[src/rtl/fetch_ctrl.sv]
// Fetch-stage controller: RST/FETCH/HOLD sequencing, pending-redirect capture and next-PC select.
// Optional perf counters enabled by defining FETCH_CTRL_PERF_EN; otherwise both counters read 0.
module fetch_ctrl (
    input  logic        clk,
    input  logic        reset,
    input  logic        stall,
    input  logic        redirect,
    input  logic [1:0]  redirect_sel,
    input  logic        imem_ready,
    output logic        imem_req,
    output logic        pc_en,
    output logic [1:0]  jump_ctrl,
    output logic        ifid_we,
    output logic [31:0] fetch_cnt,
    output logic [31:0] stall_cnt
);

    typedef enum logic [1:0] {
        ST_RST   = 2'd0,
        ST_FETCH = 2'd1,
        ST_HOLD  = 2'd2
    } state_t;

    state_t      state;
    state_t      state_nxt;
    logic        pend_v;
    logic [1:0]  pend_sel;
    logic        redir_vld;

    // A select code of 00 means "no redirect" and is dropped entirely.
    assign redir_vld = redirect && (redirect_sel != 2'b00);

    always_ff @(posedge clk or posedge reset) begin
        if (reset) begin
            state <= ST_RST;
        end else begin
            state <= state_nxt;
        end
    end

    always_comb begin
        state_nxt = state;
        imem_req  = 1'b0;
        pc_en     = 1'b0;
        case (state)
            ST_RST: begin
                state_nxt = ST_FETCH;
            end
            ST_FETCH: begin
                imem_req = 1'b1;
                if (imem_ready) begin
                    if (stall) begin
                        state_nxt = ST_HOLD;
                    end else begin
                        pc_en = 1'b1;
                    end
                end
            end
            ST_HOLD: begin
                if (!stall) begin
                    pc_en     = 1'b1;
                    state_nxt = ST_FETCH;
                end
            end
            default: begin
                state_nxt = ST_RST;
            end
        endcase
    end

    // The delay slot is always written into IF/ID; redirects only steer the next PC.
    assign ifid_we = pc_en;

    always_comb begin
        jump_ctrl = 2'b00;
        if (pc_en) begin
            if (redir_vld) begin
                jump_ctrl = redirect_sel;
            end else if (pend_v) begin
                jump_ctrl = pend_sel;
            end
        end
    end

    // Any PC advance consumes the pending redirect; a frozen PC latches the newest one.
    always_ff @(posedge clk or posedge reset) begin
        if (reset) begin
            pend_v   <= 1'b0;
            pend_sel <= 2'b00;
        end else if (pc_en) begin
            pend_v   <= 1'b0;
        end else if (redir_vld) begin
            pend_v   <= 1'b1;
            pend_sel <= redirect_sel;
        end
    end

`ifdef FETCH_CTRL_PERF_EN
    logic [31:0] fetch_q;
    logic [31:0] stall_q;

    always_ff @(posedge clk or posedge reset) begin
        if (reset) begin
            fetch_q <= 32'd0;
            stall_q <= 32'd0;
        end else begin
            if (pc_en) begin
                fetch_q <= fetch_q + 32'd1;
            end
            if (stall && (state != ST_RST)) begin
                stall_q <= stall_q + 32'd1;
            end
        end
    end

    assign fetch_cnt = fetch_q;
    assign stall_cnt = stall_q;
`else
    assign fetch_cnt = 32'd0;
    assign stall_cnt = 32'd0;
`endif

endmodule

[config.mk]
export PLATFORM = sky130hd
export DESIGN_NAME = fetch_ctrl
export DESIGN_NICKNAME = d
export VERILOG_FILES = /design/src/rtl/fetch_ctrl.sv
export SDC_FILE = /design/constraint.sdc
export NUM_CORES = 1
export LEC_CHECK = 0
export CAP_MARGIN = 20
export CORE_MARGIN = 10
export CORE_UTILIZATION = 28
export CTS_BUF_LIST = sky130_fd_sc_hd__clkbuf_8 sky130_fd_sc_hd__clkbuf_16
export CTS_CLUSTER_DIAMETER = 80
export CTS_CLUSTER_SIZE = 10
export DETAILED_ROUTE_END_ITERATION = 7
export PLACE_DENSITY = 0.85
export RECOVER_POWER = 25
export SYNTH_ARGS = -nofsm -noshare
export SYNTH_HDL_FRONTEND = slang
export SYNTH_SLANG_ARGS = --single-unit
[constraint.sdc]
create_clock -name clk -period 2.95 [get_ports clk]
set_clock_uncertainty 0.1 [all_clocks]
set_input_delay 0.59 -clock clk [delete_from_list [all_inputs] [get_ports clk]]
set_output_delay 0.59 -clock clk [all_outputs]
set_load 0.03 [all_outputs]
==> results of run 1 <==
## through the flow
step / cells / utilization (%)
global route: 147 / 27.9
CTS: 147 / 27.9
finish: 147 / 27.9
detailed placement: 143 / 26.3
global placement: 143 / 26.3
floorplan: 165 / -
## routing by layer
layer	GRT usage [%]	vias up
li1	-	222
met1	3.52	206
met2	10.4	35
met3	1.45	0
met4	2.52	0
met5	0	-
## layout make-up
type	instances	area (µm²)
fill	316	2040
multi-input combinational	90	449
sequential	5	125
timing repair buffer	12	113
clock buffer	3	41.3
tap	31	38.8
inverter	5	18.8
clock inverter	1	3.75
## registers in the layout, summed over array words and instances, names as in the netlist
register  cells
pend_sel      2
state         2
pend_v        1
## kinds of logic after synthesis
family / share of synthesized area, %
multiplexers: 1.19
AND/OR/NAND/NOR: 6.37
adder cells (fa/ha/maj): 5.93
other: 0.444
AO/OA/AOI/OAI: 11.3
buffers and inverters: 60.0
flip-flops: 14.8
## cell usage after synthesis, types with 2 or more instances
| cell type | number |
|---|---|
| inv_1 | 5 |
| o21bai_1 | 2 |
| nand2_1 | 5 |
| a21boi_2 | 2 |
| nand3_1 | 2 |
| buf_4 | 65 |
| ha_1 | 4 |
| dfrtp_1 | 5 |
| a21oi_1 | 2 |
## critical path, delay by kind of cell
kind / cells / cell delay (ns)
simple gates: 2 / 0.31
buf+inv: 2 / 1.12
## worst min path at each step
stage	from	endpoint	slack [ns]	cells past startpoint
floorplan	reset	pend_sel[0]	0.27	1
detailed placement	pend_sel[0]	pend_sel[0]	0.39	1
global route	pend_sel[0]	pend_sel[0]	0.41	1
global placement	pend_sel[0]	pend_sel[0]	0.39	1
finish	pend_sel[0]	pend_sel[0]	0.39	1
CTS	pend_sel[0]	pend_sel[0]	0.40	1
## power by group through the flow
stage	combinational [W]	clock (W)	sequential (W)
global route	0.000423	0.000132	0.000121
detailed placement	0.000386	0	0.000119
floorplan	0.000383	0	0.000114
finish	0.000386	0.000120	0.000118
CTS	0.000387	0.000123	0.000118
global placement	0.000382	0	0.000116
==> reports/metrics.yaml, run 1 <==
clock_network:
  cts_tree: "built"
  root_buffer: "clkbuf_8"
  clk_latency_ns: 0.22
  hold_buffers: 0
  post_cts_buffers: 0
  cts_buffers: 3
  clk_pin_slew_ns: 0.03
  post_cts_resized: 0
  clk_path_buf_depth: 2
  cts_max_level: 1
  clock_sinks: 5
floorplan:
  rows: 19
  start_util_pct: 29.9
  io_pins: 76
  die_x_um: 74.9
  core_um2: 2830
  die_y_um: 74.9
  die_area_um2: 5610
run:
  max-cap-violations: 0
synth:
  postSynthCellCount: 102
  synth_area_um2: 845
  synth-main-ff-cell: "dfrtp_1"
  yosysSeqAreaShare_pct: 14.8
  synth_top_area_share_pct: 57.8
  synth_edf_count: 0
  async_reset_ff_share_pct: 100
  ys_warn_count: 0
  synth-seq-cells: 5
  post_synth.cell_area_avg_um2: 8.28
  ys_types: 19
  synthTopCellsByArea: "buf_4 (58%), dfrtp_1 (15%), ha_1 (5.9%)"
  synth_top_area_cell: "buf_4"
critical_path:
  critPathArrivalTime_ns: 2.01
  worstSetupEndpointType: "output pin"
  cp-start-kind: "input pin"
  reg2regPathDepth: 5
  crit_path_max_incr_delay_ns: 0.70
  regToRegStartpoint: "state[0]"
  rr_endpoint: "pend_sel[1]"
  crit_end: "ifid_we"
  cp_max_fo: 6
  crit_type: "in2out"
  critical_path_required_ns: 2.26
  crit_path_top_delay_cell: "clkdlybuf4s50_1"
  crit_path_start: "stall"
  crit_chain: "clkdlybuf4s50_1 > nand2b_4 > nor2_4 > clkdlybuf4s50_1"
  rrSetupSlack_ns: 1.53
  cp_common_cell: "clkdlybuf4s50_1"
grt:
  grt-ovfl-total: 0
  grt_pass1_vias: 487
  antenna_found_initial: 0
  grt_use_total_pct: 4.80
  grt_pass1_wl_um: 2110
  grt_max_degree: 7
power:
  p_leak_nw: 0.454
  seq_power_share_pct: 19.0
  netSwitchingPower_w: 0.000320
  power_frac_comb_pct: 61.9
  total_power_w: 0.000624
  p_int_w: 0.000304
  vdd_drop_max_mv: 0.303
  power.density_nw_per_um2: 790
  swShare_pct: 51.3
  p_clk_share_pct: 19.2
sta:
  holdWs_ns: 0.392
  setup_viol: 0
  rsz0062_at_grt: "false"
  max_clock_freq_mhz: 370
  finalCritPeriodShare_pct: 91.6
  setup_tns_ns: 0
  fin_ws_ns: 0.247
  drv_slew: 0
  fin_crit_ns: 2.70
  hold_viol: 0
detailed_routing:
  drt_iter0_drc: 8
  wl_met1_um: 427
  route.detailed.drc: 0
  routed_wl_um: 1600
  routed-wl-met2_um: 955
  postRouteAntennaNets: 0
  dr_wl_met3_um: 220
  wl_per_cell_um: 10.9
  highest_layer: "met3"
  firstDrtPassIters: 4
  dr_total_vias: 463
  viasPerCell: 3.15
placed_design:
  place_hpwl_um: 1550
  dp_slack_ns: 0.243
  routabilityCongestion: 0.645
  port_buffers: 11
  dpl_cell_area_um2: 744
hold_path:
  hold_class: "reg2reg"
layout:
  fin_area_um2: 790
  layout_common_cells: "conb_1 (64), clkdlybuf4s50_1 (8), inv_1 (6), nand2_1 (5), dfrtp_1 (5)"
  final_common_cell: "conb_1"
  drive_gt1_share_pct: 9.48
  finalNetCount: 128
  antenna_cells: 0
  area_growth_pct: -6.52
outcome:
  status: "finished clean"
Note: power is estimated with default switching activity, not from simulation.
==> run 2, diff against run 1 <==
--- a/config.mk
+++ b/config.mk
@@ -12,7 +12,8 @@
 export CTS_CLUSTER_DIAMETER = 80
 export CTS_CLUSTER_SIZE = 10
 export DETAILED_ROUTE_END_ITERATION = 7
-export PLACE_DENSITY = 0.85
+export DONT_BUFFER_PORTS = 1
+export PLACE_DENSITY = 0.52
 export RECOVER_POWER = 25
 export SYNTH_ARGS = -nofsm -noshare
 export SYNTH_HDL_FRONTEND = slang
==> run 2 against run 1 <==
  * Utilization fell by 3.4 points
  * Sequential share of layout area rose by 2.2 points
  * First-iteration DRC count rose to 4.1 times the previous value
  * Clock power rose by 3%
  * Sequential cell count did not move
  * Via count fell by 4.8%
  * Critical path depth rose by 2
==> reports/metrics.yaml, run 2 (synthesis results as in run 1) <==
outcome:
  status: "finished clean"
layout:
  final_common_cell: "conb_1"
  fin_area_um2: 692
  drive_gt1_share_pct: 9.43
  reg_top3: "pend_sel (2), state (2), pend_v (1)"
  layout_common_cells: "conb_1 (64), inv_1 (6), nand2_1 (5), dfrtp_1 (5), ha_1 (4)"
  area_growth_pct: -18.1
  fillers: 299
  finalNetCount: 118
  antenna_cells: 0
floorplan:
  die_y_um: 74.9
  rows: 19
  start_util_pct: 29.9
  core_um2: 2830
  die_area_um2: 5610
  io_pins: 76
  die_x_um: 74.9
critical_path:
  cpLargestDelayFamily: "compound AO/OA/AOI/OAI gates"
  worstSetupEndpointType: "output pin"
  cp-start-kind: "flip-flop"
  cp_num_buf_inv: 2
  crit_path_top_delay_cell: "a21boi_2"
  crit_path_max_incr_delay_ns: 0.40
  critPathArrivalTime_ns: 1.72
  critical_path_required_ns: 2.26
  crit_chain: "inv_1 > ha_1 > buf_4 > a21oi_2 > nor2_4 > a21boi_2"
  crit_type: "reg2out"
  cp_max_fo: 5
detailed_routing:
  dr_total_vias: 441
  wl_per_cell_um: 11.9
  routed_wl_um: 1640
  viasPerCell: 3.22
  drt_iter0_drc: 33
  firstDrtPassIters: 4
  route.detailed.drc: 0
  postRouteAntennaNets: 0
grt:
  grt_max_degree: 6
  grt_pass1_wl_um: 2070
  grt_pass1_vias: 461
  grt-ovfl-total: 0
  grt_use_total_pct: 4.64
  antenna_found_initial: 0
clock_network:
  root_buffer: "clkbuf_8"
  clock_sinks: 5
  clk_latency_ns: 0.22
  clk_pin_slew_ns: 0.04
  post_cts_buffers: 0
  hold_buffers: 0
  cts_tree: "built"
  cts_max_level: 1
  clk_path_buf_depth: 2
  cts_buffers: 3
  post_cts_resized: 0
sta:
  fin_crit_ns: 2.41
  max_clock_freq_mhz: 415
  fin_ws_ns: 0.538
  finalCritPeriodShare_pct: 81.8
  drv_slew: 0
  setup_tns_ns: 0
  setup_viol: 0
  hold_viol: 0
  holdWs_ns: 0.0567
  rsz0062_at_grt: "false"
placed_design:
  place_hpwl_um: 1510
  dp_slack_ns: 0.767
  dpl_cell_area_um2: 647
  port_buffers: 0
  routabilityCongestion: 0.652
power:
  vdd_drop_max_mv: 0.184
  power.density_nw_per_um2: 878
  p_leak_nw: 0.415
run:
  max-cap-violations: 0
hold_path:
  hold_class: "in2async"
## run 2: cell count changes in the layout (fill, tap and decap cells not counted)
cell | previous run | this run
buf_4 | 3 | 2
clkdlybuf4s50_1 | 8 | 0
dlygate4sd3_1 | 1 | 0
## run 2: final timing paths
kind,slack [ns],to,start,cells after the start
setup reg to reg,1.40,pend_sel[0],state[1],6
hold reg to reg,0.40,pend_sel[0],pend_sel[0],1
hold / removal,0.06,pend_v,reset,1
setup / recovery,0.54,jump_ctrl[0],state[1],6
max in group asynchronous,2.52,pend_sel[1],reset,1
min in group clk,0.40,pend_sel[0],pend_sel[0],1
## run 2: per-layer routing
metal | track usage, % | routed length, µm
met1 | 4.64 | 556
met4 | 0.630 | 0
met5 | 0 | 0
met3 | 3.68 | 321
met2 | 7.62 | 756
## run 2: power breakdown
group          leakage (nW)  switching, W  internal (W)
Sequential           0.0574     0.0000224     0.0000973
Clock                0.0269     0.0000350     0.0000893
Combinational         0.330      0.000271     0.0000926
Total                 0.415      0.000328      0.000279
## run 2: area by class of cell
cell class	count	area, µm²	share of cell area [%]
multi-input cells	90	449	64.9
flip-flops and latches	5	125	18.1
clock buffers	3	41.3	5.97
well taps	31	38.8	5.61
inverters	5	18.8	2.71
repair buffers	2	15.0	2.17
clock inverters	1	3.75	0.542
## run 2: through the flow
step | instances | util, % | total power [W]
2_1_floorplan | 165 | - | 0.000496
3_3_place_gp | 133 | 22.9 | 0.000468
3_5_place_dp | 133 | 22.9 | 0.000481
4_1_cts | 137 | 24.5 | 0.000609
5_1_grt | 137 | 24.5 | 0.000649
6_report | 137 | 24.5 | 0.000608
## run 2: worst register-to-register path, cell delays in order (launching register included)
cell	delay [ns]
dfrtp_1	0.37
inv_1	0.09
ha_1	0.19
buf_4	0.19
a21oi_2	0.26
o21bai_1	0.12
o2bb2ai_1	0.13
